`src/rtl/axi_lite_ctrl_regs_if.sv`:
```
// AXI4-Lite configuration bus bundle for axi_lite_ctrl_regs.
// The master modport is the host/config side; the slave modport is the register file.
interface axi_lite_ctrl_regs_if;
    logic [31:0] AWADDR;
    logic        AWVALID;
    logic        AWREADY;
    logic [31:0] WDATA;
    logic [3:0]  WSTRB;
    logic        WVALID;
    logic        WREADY;
    logic [1:0]  BRESP;
    logic        BVALID;
    logic        BREADY;
    logic [31:0] ARADDR;
    logic        ARVALID;
    logic        ARREADY;
    logic [31:0] RDATA;
    logic [1:0]  RRESP;
    logic        RVALID;
    logic        RREADY;

    modport master (
        output AWADDR, AWVALID, WDATA, WSTRB, WVALID, BREADY, ARADDR, ARVALID, RREADY,
        input  AWREADY, WREADY, BRESP, BVALID, ARREADY, RDATA, RRESP, RVALID
    );

    modport slave (
        input  AWADDR, AWVALID, WDATA, WSTRB, WVALID, BREADY, ARADDR, ARVALID, RREADY,
        output AWREADY, WREADY, BRESP, BVALID, ARREADY, RDATA, RRESP, RVALID
    );
endinterface

```
`src/rtl/axi_lite_ctrl_regs.sv`:
```
// axi_lite_ctrl_regs: AXI4-Lite register file in front of an HLS accelerator.
// Holds kernel parameters, the start/done control register and a run-cycle counter.
// Optional feature macro: AXI_LITE_CTRL_IRQ_EN (IER at 0x08 and the irq output).
//
// state  | meaning
// W_IDLE | collecting AW and W into holding regs; commits once both are held
// W_RESP | BVALID high with registered BRESP, waiting for BREADY
// R_IDLE | ARREADY high, waiting for a read address
// R_DATA | RVALID high with registered RDATA/RRESP, waiting for RREADY
module axi_lite_ctrl_regs #(
    parameter int NUM_PARAMS = 8,
    parameter int ADDR_W     = 8
) (
    input  logic                      clk,
    input  logic                      reset,
    axi_lite_ctrl_regs_if.slave       bus,
    output logic                      ap_start,
    input  logic                      ap_done,
    output logic [32*NUM_PARAMS-1:0]  params,
    output logic                      irq
);
    localparam int         WA_W        = ADDR_W - 2;
    localparam logic [1:0] RESP_OKAY   = 2'b00;
    localparam logic [1:0] RESP_SLVERR = 2'b10;

    typedef enum logic [2:0] {A_CTRL, A_STATUS, A_IER, A_PARAM, A_NONE} addr_kind_t;
    typedef enum logic {W_IDLE, W_RESP} w_state_t;
    typedef enum logic {R_IDLE, R_DATA} r_state_t;

    // Word-address decode shared by the read and write paths.
    function automatic addr_kind_t decode(input logic [WA_W-1:0] waddr);
        int widx;
        widx = 32'(waddr);
        if (widx == 0) return A_CTRL;
        if (widx == 1) return A_STATUS;
`ifdef AXI_LITE_CTRL_IRQ_EN
        if (widx == 2) return A_IER;
`endif
        if (widx >= 4 && widx < 4 + NUM_PARAMS) return A_PARAM;
        return A_NONE;
    endfunction

    w_state_t          w_state, w_state_next;
    r_state_t          r_state, r_state_next;
    logic              ready_en;
    logic              aw_held, w_held;
    logic [WA_W-1:0]   aw_addr_q;
    logic [31:0]       w_data_q;
    logic [3:0]        w_strb_q;
    logic [1:0]        bresp_q, rresp_q;
    logic [31:0]       rdata_q;
    logic              busy, done;
    logic [31:0]       cycle_cnt;
    logic [31:0]       param_q [NUM_PARAMS];
`ifdef AXI_LITE_CTRL_IRQ_EN
    logic              ier;
`endif

    logic              aw_ready, w_ready, ar_ready, do_write, ar_hs;
    addr_kind_t        w_kind, r_kind;
    int                w_pidx, r_pidx;
    logic [1:0]        w_resp, rd_resp;
    logic [31:0]       rd_data;

    // Only the decoded address bits matter; the rest are ignored by design.
    logic unused_addr_bits;
    assign unused_addr_bits = ^{bus.AWADDR[31:ADDR_W], bus.AWADDR[1:0],
                                bus.ARADDR[31:ADDR_W], bus.ARADDR[1:0]};

    assign aw_ready = ready_en & ~aw_held & (w_state == W_IDLE);
    assign w_ready  = ready_en & ~w_held & (w_state == W_IDLE);
    assign ar_ready = ready_en & (r_state == R_IDLE);
    assign do_write = (w_state == W_IDLE) & aw_held & w_held;
    assign ar_hs    = bus.ARVALID & ar_ready;

    assign bus.AWREADY = aw_ready;
    assign bus.WREADY  = w_ready;
    assign bus.BVALID  = (w_state == W_RESP);
    assign bus.BRESP   = bresp_q;
    assign bus.ARREADY = ar_ready;
    assign bus.RVALID  = (r_state == R_DATA);
    assign bus.RDATA   = rdata_q;
    assign bus.RRESP   = rresp_q;
    assign ap_start    = busy;

    for (genvar gi = 0; gi < NUM_PARAMS; gi++) begin : g_params
        assign params[32*gi +: 32] = param_q[gi];
    end

    // Readies stay low through reset and rise the cycle after it releases.
    always_ff @(posedge clk) begin
        if (reset) ready_en <= 1'b0;
        else       ready_en <= 1'b1;
    end

    // Independent capture of write address and write data.
    always_ff @(posedge clk) begin
        if (reset) begin
            aw_held   <= 1'b0;
            w_held    <= 1'b0;
            aw_addr_q <= '0;
            w_data_q  <= '0;
            w_strb_q  <= '0;
        end else begin
            if (bus.AWVALID && aw_ready) begin
                aw_held   <= 1'b1;
                aw_addr_q <= bus.AWADDR[ADDR_W-1:2];
            end else if (do_write) begin
                aw_held <= 1'b0;
            end
            if (bus.WVALID && w_ready) begin
                w_held   <= 1'b1;
                w_data_q <= bus.WDATA;
                w_strb_q <= bus.WSTRB;
            end else if (do_write) begin
                w_held <= 1'b0;
            end
        end
    end

    // Write-side decode and response code for the pending commit.
    always_comb begin
        w_kind = decode(aw_addr_q);
        w_pidx = 32'(aw_addr_q) - 32'd4;
        w_resp = RESP_OKAY;
        if (w_kind == A_NONE || (w_kind == A_PARAM && busy)) w_resp = RESP_SLVERR;
    end

    // Write FSM state register and response register.
    always_ff @(posedge clk) begin
        if (reset) begin
            w_state <= W_IDLE;
            bresp_q <= RESP_OKAY;
        end else begin
            w_state <= w_state_next;
            if (do_write) bresp_q <= w_resp;
        end
    end

    // Write FSM next state.
    always_comb begin
        w_state_next = w_state;
        case (w_state)
            W_IDLE:  if (do_write) w_state_next = W_RESP;
            W_RESP:  if (bus.BREADY) w_state_next = W_IDLE;
            default: w_state_next = W_IDLE;
        endcase
    end

    // Run control: ap_done is applied before the write so a coincident done is never lost.
    always_ff @(posedge clk) begin
        if (reset) begin
            busy      <= 1'b0;
            done      <= 1'b0;
            cycle_cnt <= '0;
        end else begin
            if (busy && cycle_cnt != 32'hFFFF_FFFF) cycle_cnt <= cycle_cnt + 32'd1;
            if (busy && ap_done) begin
                busy <= 1'b0;
                done <= 1'b1;
            end
            if (do_write && w_kind == A_CTRL) begin
                if (w_data_q[0] && !busy) begin
                    busy      <= 1'b1;
                    cycle_cnt <= '0;
                end
                if (w_data_q[1] && !(busy && ap_done)) done <= 1'b0;
            end
        end
    end

    // Parameter registers with byte-lane writes, frozen while the kernel runs.
    always_ff @(posedge clk) begin
        if (reset) begin
            for (int i = 0; i < NUM_PARAMS; i++) param_q[i] <= '0;
        end else if (do_write && w_kind == A_PARAM && !busy) begin
            for (int i = 0; i < NUM_PARAMS; i++) begin
                if (w_pidx == i) begin
                    for (int b = 0; b < 4; b++) begin
                        if (w_strb_q[b]) param_q[i][8*b +: 8] <= w_data_q[8*b +: 8];
                    end
                end
            end
        end
    end

`ifdef AXI_LITE_CTRL_IRQ_EN
    // Interrupt enable and registered interrupt, one edge behind done.
    always_ff @(posedge clk) begin
        if (reset) begin
            ier <= 1'b0;
            irq <= 1'b0;
        end else begin
            if (do_write && w_kind == A_IER) ier <= w_data_q[0];
            irq <= ier & done;
        end
    end
`else
    assign irq = 1'b0;
`endif

    // Read mux on the live address; sampled into RDATA at the AR handshake.
    always_comb begin
        r_kind  = decode(bus.ARADDR[ADDR_W-1:2]);
        r_pidx  = 32'(bus.ARADDR[ADDR_W-1:2]) - 32'd4;
        rd_data = '0;
        rd_resp = RESP_OKAY;
        case (r_kind)
            A_CTRL:   rd_data = {30'b0, done, busy};
            A_STATUS: rd_data = cycle_cnt;
`ifdef AXI_LITE_CTRL_IRQ_EN
            A_IER:    rd_data = {31'b0, ier};
`endif
            A_PARAM: begin
                for (int i = 0; i < NUM_PARAMS; i++) begin
                    if (r_pidx == i) rd_data = param_q[i];
                end
            end
            default:  rd_resp = RESP_SLVERR;
        endcase
    end

    // Read FSM state register and read data registers.
    always_ff @(posedge clk) begin
        if (reset) begin
            r_state <= R_IDLE;
            rdata_q <= '0;
            rresp_q <= RESP_OKAY;
        end else begin
            r_state <= r_state_next;
            if (ar_hs) begin
                rdata_q <= rd_data;
                rresp_q <= rd_resp;
            end
        end
    end

    // Read FSM next state.
    always_comb begin
        r_state_next = r_state;
        case (r_state)
            R_IDLE:  if (ar_hs) r_state_next = R_DATA;
            R_DATA:  if (bus.RREADY) r_state_next = R_IDLE;
            default: r_state_next = R_IDLE;
        endcase
    end
endmodule
```
`src/flat_wrapper.sv`:
```
// flat-port wrapper written by rule: the top's interface ports become plain ports
module axi_lite_ctrl_regs_flat 
#(
    parameter int NUM_PARAMS = 8,
    parameter int ADDR_W     = 8
)
  (clk, reset, ap_start, ap_done, params, irq, bus_AWADDR, bus_AWVALID, bus_WDATA, bus_WSTRB, bus_WVALID, bus_BREADY, bus_ARADDR, bus_ARVALID, bus_RREADY, bus_AWREADY, bus_WREADY, bus_BRESP, bus_BVALID, bus_ARREADY, bus_RDATA, bus_RRESP, bus_RVALID);
  axi_lite_ctrl_regs_if bus_i ();
  input  logic clk;
  input  logic reset;
  output logic ap_start;
  input  logic ap_done;
  output logic [32*NUM_PARAMS-1:0] params;
  output logic irq;
  input wire logic [$bits(bus_i.AWADDR)-1:0] bus_AWADDR;
  input wire logic [$bits(bus_i.AWVALID)-1:0] bus_AWVALID;
  input wire logic [$bits(bus_i.WDATA)-1:0] bus_WDATA;
  input wire logic [$bits(bus_i.WSTRB)-1:0] bus_WSTRB;
  input wire logic [$bits(bus_i.WVALID)-1:0] bus_WVALID;
  input wire logic [$bits(bus_i.BREADY)-1:0] bus_BREADY;
  input wire logic [$bits(bus_i.ARADDR)-1:0] bus_ARADDR;
  input wire logic [$bits(bus_i.ARVALID)-1:0] bus_ARVALID;
  input wire logic [$bits(bus_i.RREADY)-1:0] bus_RREADY;
  output wire logic [$bits(bus_i.AWREADY)-1:0] bus_AWREADY;
  output wire logic [$bits(bus_i.WREADY)-1:0] bus_WREADY;
  output wire logic [$bits(bus_i.BRESP)-1:0] bus_BRESP;
  output wire logic [$bits(bus_i.BVALID)-1:0] bus_BVALID;
  output wire logic [$bits(bus_i.ARREADY)-1:0] bus_ARREADY;
  output wire logic [$bits(bus_i.RDATA)-1:0] bus_RDATA;
  output wire logic [$bits(bus_i.RRESP)-1:0] bus_RRESP;
  output wire logic [$bits(bus_i.RVALID)-1:0] bus_RVALID;
  assign bus_i.AWADDR = bus_AWADDR;
  assign bus_i.AWVALID = bus_AWVALID;
  assign bus_i.WDATA = bus_WDATA;
  assign bus_i.WSTRB = bus_WSTRB;
  assign bus_i.WVALID = bus_WVALID;
  assign bus_i.BREADY = bus_BREADY;
  assign bus_i.ARADDR = bus_ARADDR;
  assign bus_i.ARVALID = bus_ARVALID;
  assign bus_i.RREADY = bus_RREADY;
  assign bus_AWREADY = bus_i.AWREADY;
  assign bus_WREADY = bus_i.WREADY;
  assign bus_BRESP = bus_i.BRESP;
  assign bus_BVALID = bus_i.BVALID;
  assign bus_ARREADY = bus_i.ARREADY;
  assign bus_RDATA = bus_i.RDATA;
  assign bus_RRESP = bus_i.RRESP;
  assign bus_RVALID = bus_i.RVALID;
  axi_lite_ctrl_regs #(.NUM_PARAMS(NUM_PARAMS), .ADDR_W(ADDR_W)) u_core (.clk(clk), .reset(reset), .bus(bus_i), .ap_start(ap_start), .ap_done(ap_done), .params(params), .irq(irq));
endmodule
```
`config.mk`:
```
export PLATFORM = sky130hd
export DESIGN_NAME = axi_lite_ctrl_regs_flat
export DESIGN_NICKNAME = d
export VERILOG_FILES = /design/src/rtl/axi_lite_ctrl_regs_if.sv /design/src/rtl/axi_lite_ctrl_regs.sv /design/src/flat_wrapper.sv
export SDC_FILE = /design/constraint.sdc
export NUM_CORES = 1
export LEC_CHECK = 0
export ABC_CLOCK_PERIOD_IN_PS = 2029
export CAP_MARGIN = 10
export CORE_ASPECT_RATIO = 2
export CORE_MARGIN = 1
export CORE_UTILIZATION = 35
export CTS_BUF_LIST = sky130_fd_sc_hd__clkbuf_8 sky130_fd_sc_hd__clkbuf_16
export CTS_CLUSTER_DIAMETER = 150
export CTS_CLUSTER_SIZE = 24
export DETAILED_ROUTE_END_ITERATION = 8
export GPL_ROUTABILITY_DRIVEN = 0
export MAX_ROUTING_LAYER = met4
export PLACE_DENSITY = 0.61
export SLEW_MARGIN = 5
export SYNTH_ARGS = -nofsm -noshare
export SYNTH_HDL_FRONTEND = slang
export SYNTH_SLANG_ARGS = --single-unit
```
`constraint.sdc`:
```
create_clock -name clk -period 2.03 [get_ports clk]
set_input_delay 0.3045 -clock clk [delete_from_list [all_inputs] [get_ports clk]]
set_output_delay 0.3045 -clock clk [all_outputs]
set_load 0.05 [all_outputs]
```
* Yosys cells after proc, flatten, opt, wreduce, memory -nomap -nowiden *
Memories as Yosys holds them, arrays and structs flattened.
Index checks and enable logic that the tools add are counted.

storage, ports and cells
  register bits = 117
  memory bits (writable) = 256
  bits of input ports = 108
  output and inout port bits = 299
  logic and storage cells = 331
  memories = 1

memories
  memory          depth  width  read ports  clocked after memory_dff  wr ports  line                      RTL
  u_core.param_q  8      32     8           0                         8         axi_lite_ctrl_regs.sv:54  logic [31:0] param_q [NUM_PARAMS];

operators by class
  add/subtract/negate cells = 3
  magnitude comparators = 4
  equal/unequal tests = 21
  muxes and demuxes = 220
  bitwise operators = 44
  reductions and logical operators = 24

operator list
  cell                                                               number
  two-way mux 32 bit                                                 11
  equality test 32 x 4 -> 1 bit, second input constant               8
  two-way mux 8 bit                                                  32
  two-way mux 1 bit                                                  160
  equality test 32 x 3 -> 1 bit, second input constant               4
  case mux 32 bit (3 select lines)                                   1
  equality test 32 x 2 -> 1 bit, second input constant               2
  zero test 32 bit                                                   2
  two-way mux 3 bit                                                  12
  adder 32 x 1 -> 32 bit, second input constant                      1
  inequality test 32 bit, second input constant                      1
  bitwise OR 1 bit                                                   32
  subtractor 6 x 3 -> 7 bit, second input constant                   2
  equality test 6 x 2 -> 1 bit, second input constant                2
  greater-or-equal comparator 6 x 3 -> 1 bit, second input constant  2
  logical AND 1 bit                                                  12
  zero test 6 bit                                                    2
  less-than comparator 6 x 4 -> 1 bit, second input constant         2
  AND 1 bit                                                          8
  equality test 3 x 2 -> 1 bit, second input constant                2
  zero test 3 bit                                                    2
  two-way mux 2 bit                                                  2
  inverter 1 bit                                                     4
  case mux 1 bit (2 select lines)                                    2
  6 further kinds                                                    8

* Depth between registers and ports, before layout *
  depth in word-level cells = 15
  mapped depth = 8
  depth with buffers taken out = 6

* Worst setup path after synthesis *
Ideal clock, no wire load.

  kind = register -> register
  start point = register u_core.busy, in the netlist u_core.ap_start
  end point = memory u_core.param_q[7][4], in the netlist u_core.param_q[1][100] (enable)
  setup time = 0.384 ns
  arrival time = 2.116 ns
  path slack = -0.470 ns
  stages on the path, launching flop included = 5
  buffers on the path = 0
  path through = dfxtp_1 -> or3_1 -> nor3_1 -> nand2_1 -> o21ai_0

RTL lines
  item                    line                       RTL
  start, declared         axi_lite_ctrl_regs.sv:52   logic busy, done;
  start signal, assigned  axi_lite_ctrl_regs.sv:153  busy <= 1'b0;
  start signal, assigned  axi_lite_ctrl_regs.sv:159  busy <= 1'b0;
  start signal, assigned  axi_lite_ctrl_regs.sv:164  busy <= 1'b1;
  end, declared           axi_lite_ctrl_regs.sv:54

* Worst setup path in the final report *
  start point = register u_core.cycle_cnt[1]
  end point = register u_core.cycle_cnt[27]

between the ends
  word-level cells in the longest chain between the ends = 5
  elaborated cells between the ends (all ways) = 6

RTL lines
  item                                                            line                       RTL
  start, declared                                                 axi_lite_ctrl_regs.sv:53   logic [31:0] cycle_cnt;
  start signal, assigned                                          axi_lite_ctrl_regs.sv:157  if (busy && cycle_cnt != 32'hFFFF_FFFF) cycle_cnt <= cycle_cnt + 32'd1;
  branches (longest 2 deep; another with adder 32 x 1 -> 32 bit)  -
  two-way mux 32 bit *                                            axi_lite_ctrl_regs.sv:157
  two-way mux 32 bit                                              axi_lite_ctrl_regs.sv:163  if (w_data_q[0] && !busy) begin
  two-way mux 32 bit *                                            axi_lite_ctrl_regs.sv:162  if (do_write && w_kind == A_CTRL) begin

Mark *: on every way between the ends.
A chain may end at the register's enable or synchronous reset.

==> out/results.tsv <==
stage	metric	value	unit
status	outcome	finished with violations	
status	violated checks	DRC, setup timing	
cts	TritonCTS Buffers	19	
drt	drt first pass iters	9	
floorplanning	Initial Util	0.354	
cts	Clock Tree Root	clkbuf_16	
drt	Via density	5.48	
drt	final WL	61300	µm
sta	RSZ-0062 raised after global routing	yes	
floorplanning	Die H	303	µm
setup_path	R2R Path Start	u_core.cycle_cnt[1]	
floorplanning	num rows	110	
setup_path	flop2flop setup slack	-90	ps
yosys	Synth Flop Type	edfxtp_1	
sta	final slew viol count	0	
sta	Fmax achieved	471	MHz
pwr	switching power	4.14	mW
cts	CTS tree	built	
global_routing	first-pass GRT wire length	88400	µm
setup_path	Reg-to-Reg End	u_core.cycle_cnt[27]	
sta	fin crit period	2120	ps
cells_and_area	# fillers	4239	
cts	maximum root-to-sink buffer count	3	
setup_path	kind of critical path	reg -> reg	
yosys	cell area after synthesis	15900	µm²
floorplanning	Die X-Extent	153	µm
pwr	clock group share of total power	0.286	
worst_hold_path	hold path depth	5	
setup_path	Worst Reg2Reg Path Length in Cells	6	
placement	post-DP HPWL	47900	µm
cells_and_area	synth-to-layout area growth	37.6	%
yosys	syn avg cell area	11.3	µm²
pwr	Cell Pwr Density	676	nW/µm²
sta	skew final	28.4	ps
setup_path	Critical Path Slowest Stage Cell	or4_4	
global_routing	initial antenna violation count	1	
cells_and_area	area of the multi-input gates	5690	µm²
sta	Rel. slew slack	0.627	
setup_path	crit path buf inv count	1	
sta	Final Hold Fails	0	
global_routing	gr ovfl total	0	
sta	Setup-failing EPs final	7	
sta	pin slew with the least headroom to its limit	560	ps
drt	Post-route DRC	20	
cells_and_area	final core occ	0.488	
yosys	Yosys reg bits	371	
cells_and_area	most frequent cells in the layout	256 x edfxtp_1, 248 x dlygate4sd2_1, 227 x nor2_1, 224 x nand2_1, 200 x buf_4	
setup_path	Setup crit end kind	flop	
cts	clk slew on worst S/H paths	100	ps
cells_and_area	layout cells sized above 1	0.201	
setup_path	WP data required	2470	ps
yosys	sequential element share of the synthesized area	0.628	
run	max-cap violations	0	
yosys	Cell variety after synth	64	
pwr	Internal	10.7	mW
sta	crit share post-route	1.05	
setup_path	crit-path max cell delay	560	ps
cells_and_area	# nets final	1990	
global_routing	all-layer global routing usage	0.268	
global_routing	vias in the first global route	13700	
cts	latest clock arrival within the worst-skew pair	550	ps
cells_and_area	commonest non-fill, non-tap cell in the layout	edfxtp_1	
drt	Final ANT Viol Nets	0	
yosys	Synth Instances	1407	
cells_and_area	Seq. cell area	10000	µm²
setup_path	CP Launch Type	flop	
floorplanning	io pins	407	
pwr	Max VDD drop	0.534	mV
worst_hold_path	Hold Crit Start	reset	
cts	Post-CTS Hold Buffers	0	
yosys	Synth Warn #	0	
worst_hold_path	Hold WC Path Type	in -> reg	
sta	Final WS setup	-93.4	ps
pwr	combinational share of power	0.139	
yosys	Async S/R FF share, synth	0	
placement	Post-Place Worst Slack	-499	ps
setup_path	Crit Path Max Fanout	4	
cts	H-tree depth	1	
global_routing	largest net degree at the start of global routing	50	
drt	via count	13500	
placement	I/O Buffers	351	
floorplanning	core area	44900	µm²
setup_path	CP arrival	2560	ps
setup_path	CP cell instances	buf_6 > nand4_1 > or4_4 > a2111o_1 > o311ai_2 > nand2_1	
worst_hold_path	Worst Hold End	u_core.bus.RDATA[8]	
cts	sinks on the clock net	371	
yosys	number of flops mapped to enable cells by yosys	256	
pwr	Net Sw Frac	0.280	
setup_path	cell family with the largest share of critical-path delay	simple AND/OR/NAND/NOR gates	
pwr	LEAKAGE	8.80	nW
pwr	sequential share of power	0.575	
drt	routed length per placed instance	25.0	µm
drt	DR iter-0 viols	954	
floorplanning	die area	46300	µm²
-- how the worst max path moves through the flow --
| stage | from | depth (start not counted) | slack (ps) | end |
|---|---|---|---|---|
| detailed placement | bus_ARADDR[6] | 8 | -500 | u_core.bus.RDATA[1] |
| global placement | bus_ARADDR[6] | 8 | -390 | u_core.bus.RDATA[16] |
| finish | u_core.cycle_cnt[1] | 6 | -90 | u_core.cycle_cnt[27] |
| floorplan | u_core.bus.BVALID | 6 | -20 | u_core.param_q[0][88] |
| CTS | u_core.param_q[1][68] | 1 | 0.4 | params[196] |
| global route | u_core.cycle_cnt[1] | 6 | -130 | u_core.cycle_cnt[27] |
-- final cells by class --
class,instances,share of cell area
antenna,1,0.000114
clock buffer,19,0.0217
clock inverter,15,0.00337
inverter,41,0.00704
multi-input combinational,914,0.260
sequential,371,0.458
tap,560,0.0320
timing repair buffer,534,0.218
-- cell families (layout without fill, tap and decap cells) --
group | Yosys count | after routing | share of synthesized area
AO/OA/AOI/OAI | 264 | 264 | 0.117
XOR/XNOR | 2 | 2 | 0.00110
other | 1 | 4 | 0.000236
multiplexers | 51 | 51 | 0.0591
adder cells (fa/ha/maj) | 1 | 1 | 0.000787
AND/OR/NAND/NOR | 593 | 593 | 0.162
buffers and inverters | 124 | 609 | 0.0323
flip-flops | 371 | 371 | 0.628
-- synthesized netlist by cell type (10+ instances only) --
cell type	n	area [µm²]
dfxtp_1	115	2300
mux2i_1	14	140
edfxtp_1	256	7690
or4_1	13	97.6
a222oi_1	26	260
a21oi_1	66	330
o21ai_0	40	200
nand2_1	248	931
mux4_2	34	766
nand2b_1	12	75.1
a221oi_1	27	236
nand3_1	18	90.1
clkbuf_1	60	225
or3_1	14	87.6
a32oi_1	27	236
a21boi_0	26	195
o21ai_1	13	65.1
inv_1	41	154
nand4_1	10	62.6
buf_2	14	70.1
nor2_1	231	867
-- worst min-delay path, cell delays in order --
cell       delay (ps)
buf_4             120
a2111oi_1          50
buf_4             160
o21ai_0            70
o22ai_1            70
-- sequential cells by signal, summed over array words and instances (netlist names) --
signal	cells
u_core.aw_addr_q	6
u_core.w_data_q	32
u_core.aw_held	1
u_core.ap_start	1
u_core.bus.RDATA	32
u_core.bus.BVALID	1
u_core.w_held	1
u_core.bus.RRESP	1
u_core.cycle_cnt	32
u_core.bus.RVALID	1
u_core.param_q	256
u_core.done	1
u_core.bus.BRESP	1
u_core.ready_en	1
u_core.w_strb_q	4
-- layer usage --
metal | track usage | vias to the layer above | part of all wire
met1 | 0.288 | 6650 | 0.36
met5 | - | - | 0
met2 | 0.482 | 580 | 0.53
li1 | - | 6084 | -
met4 | 0.136 | 0 | 0.057
met3 | 0.0356 | 138 | 0.058
-- metrics by stage --
| stage | setup TNS, ps | power [mW] | hold slack (ps) | area, µm² | std cells |
|---|---|---|---|---|---|
| floorplan | -4330 | 9.86 | 434 | 16000 | 1409 |
| global placement | -15880 | 10.8 | 443 | 21200 | 2399 |
| detailed placement | -21310 | 10.8 | 447 | 21200 | 2399 |
| finish | -211 | 14.8 | 265 | 21900 | 2455 |
| CTS | 0 | 14.9 | 237 | 21600 | 2445 |
| global route | -936 | 15.2 | 267 | 21900 | 2455 |
-- power by group through the flow --
stage / sequential, mW / clock [mW] / combinational, mW
global route: 8.52 / 4.54 / 2.15
detailed placement: 8.68 / 0 / 2.15
finish: 8.50 / 4.23 / 2.06
floorplan: 9.31 / 0 / 0.552
global placement: 8.68 / 0 / 2.13
CTS: 8.50 / 4.31 / 2.04
-- what timing repair did --
action	CTS	global route
setup buffers	11	8
cloned	2	1
endpoints found under the setup margin	384	217
pin swaps	12	16
gates resized for setup	274	42
(Power assumes the default switching activity.)
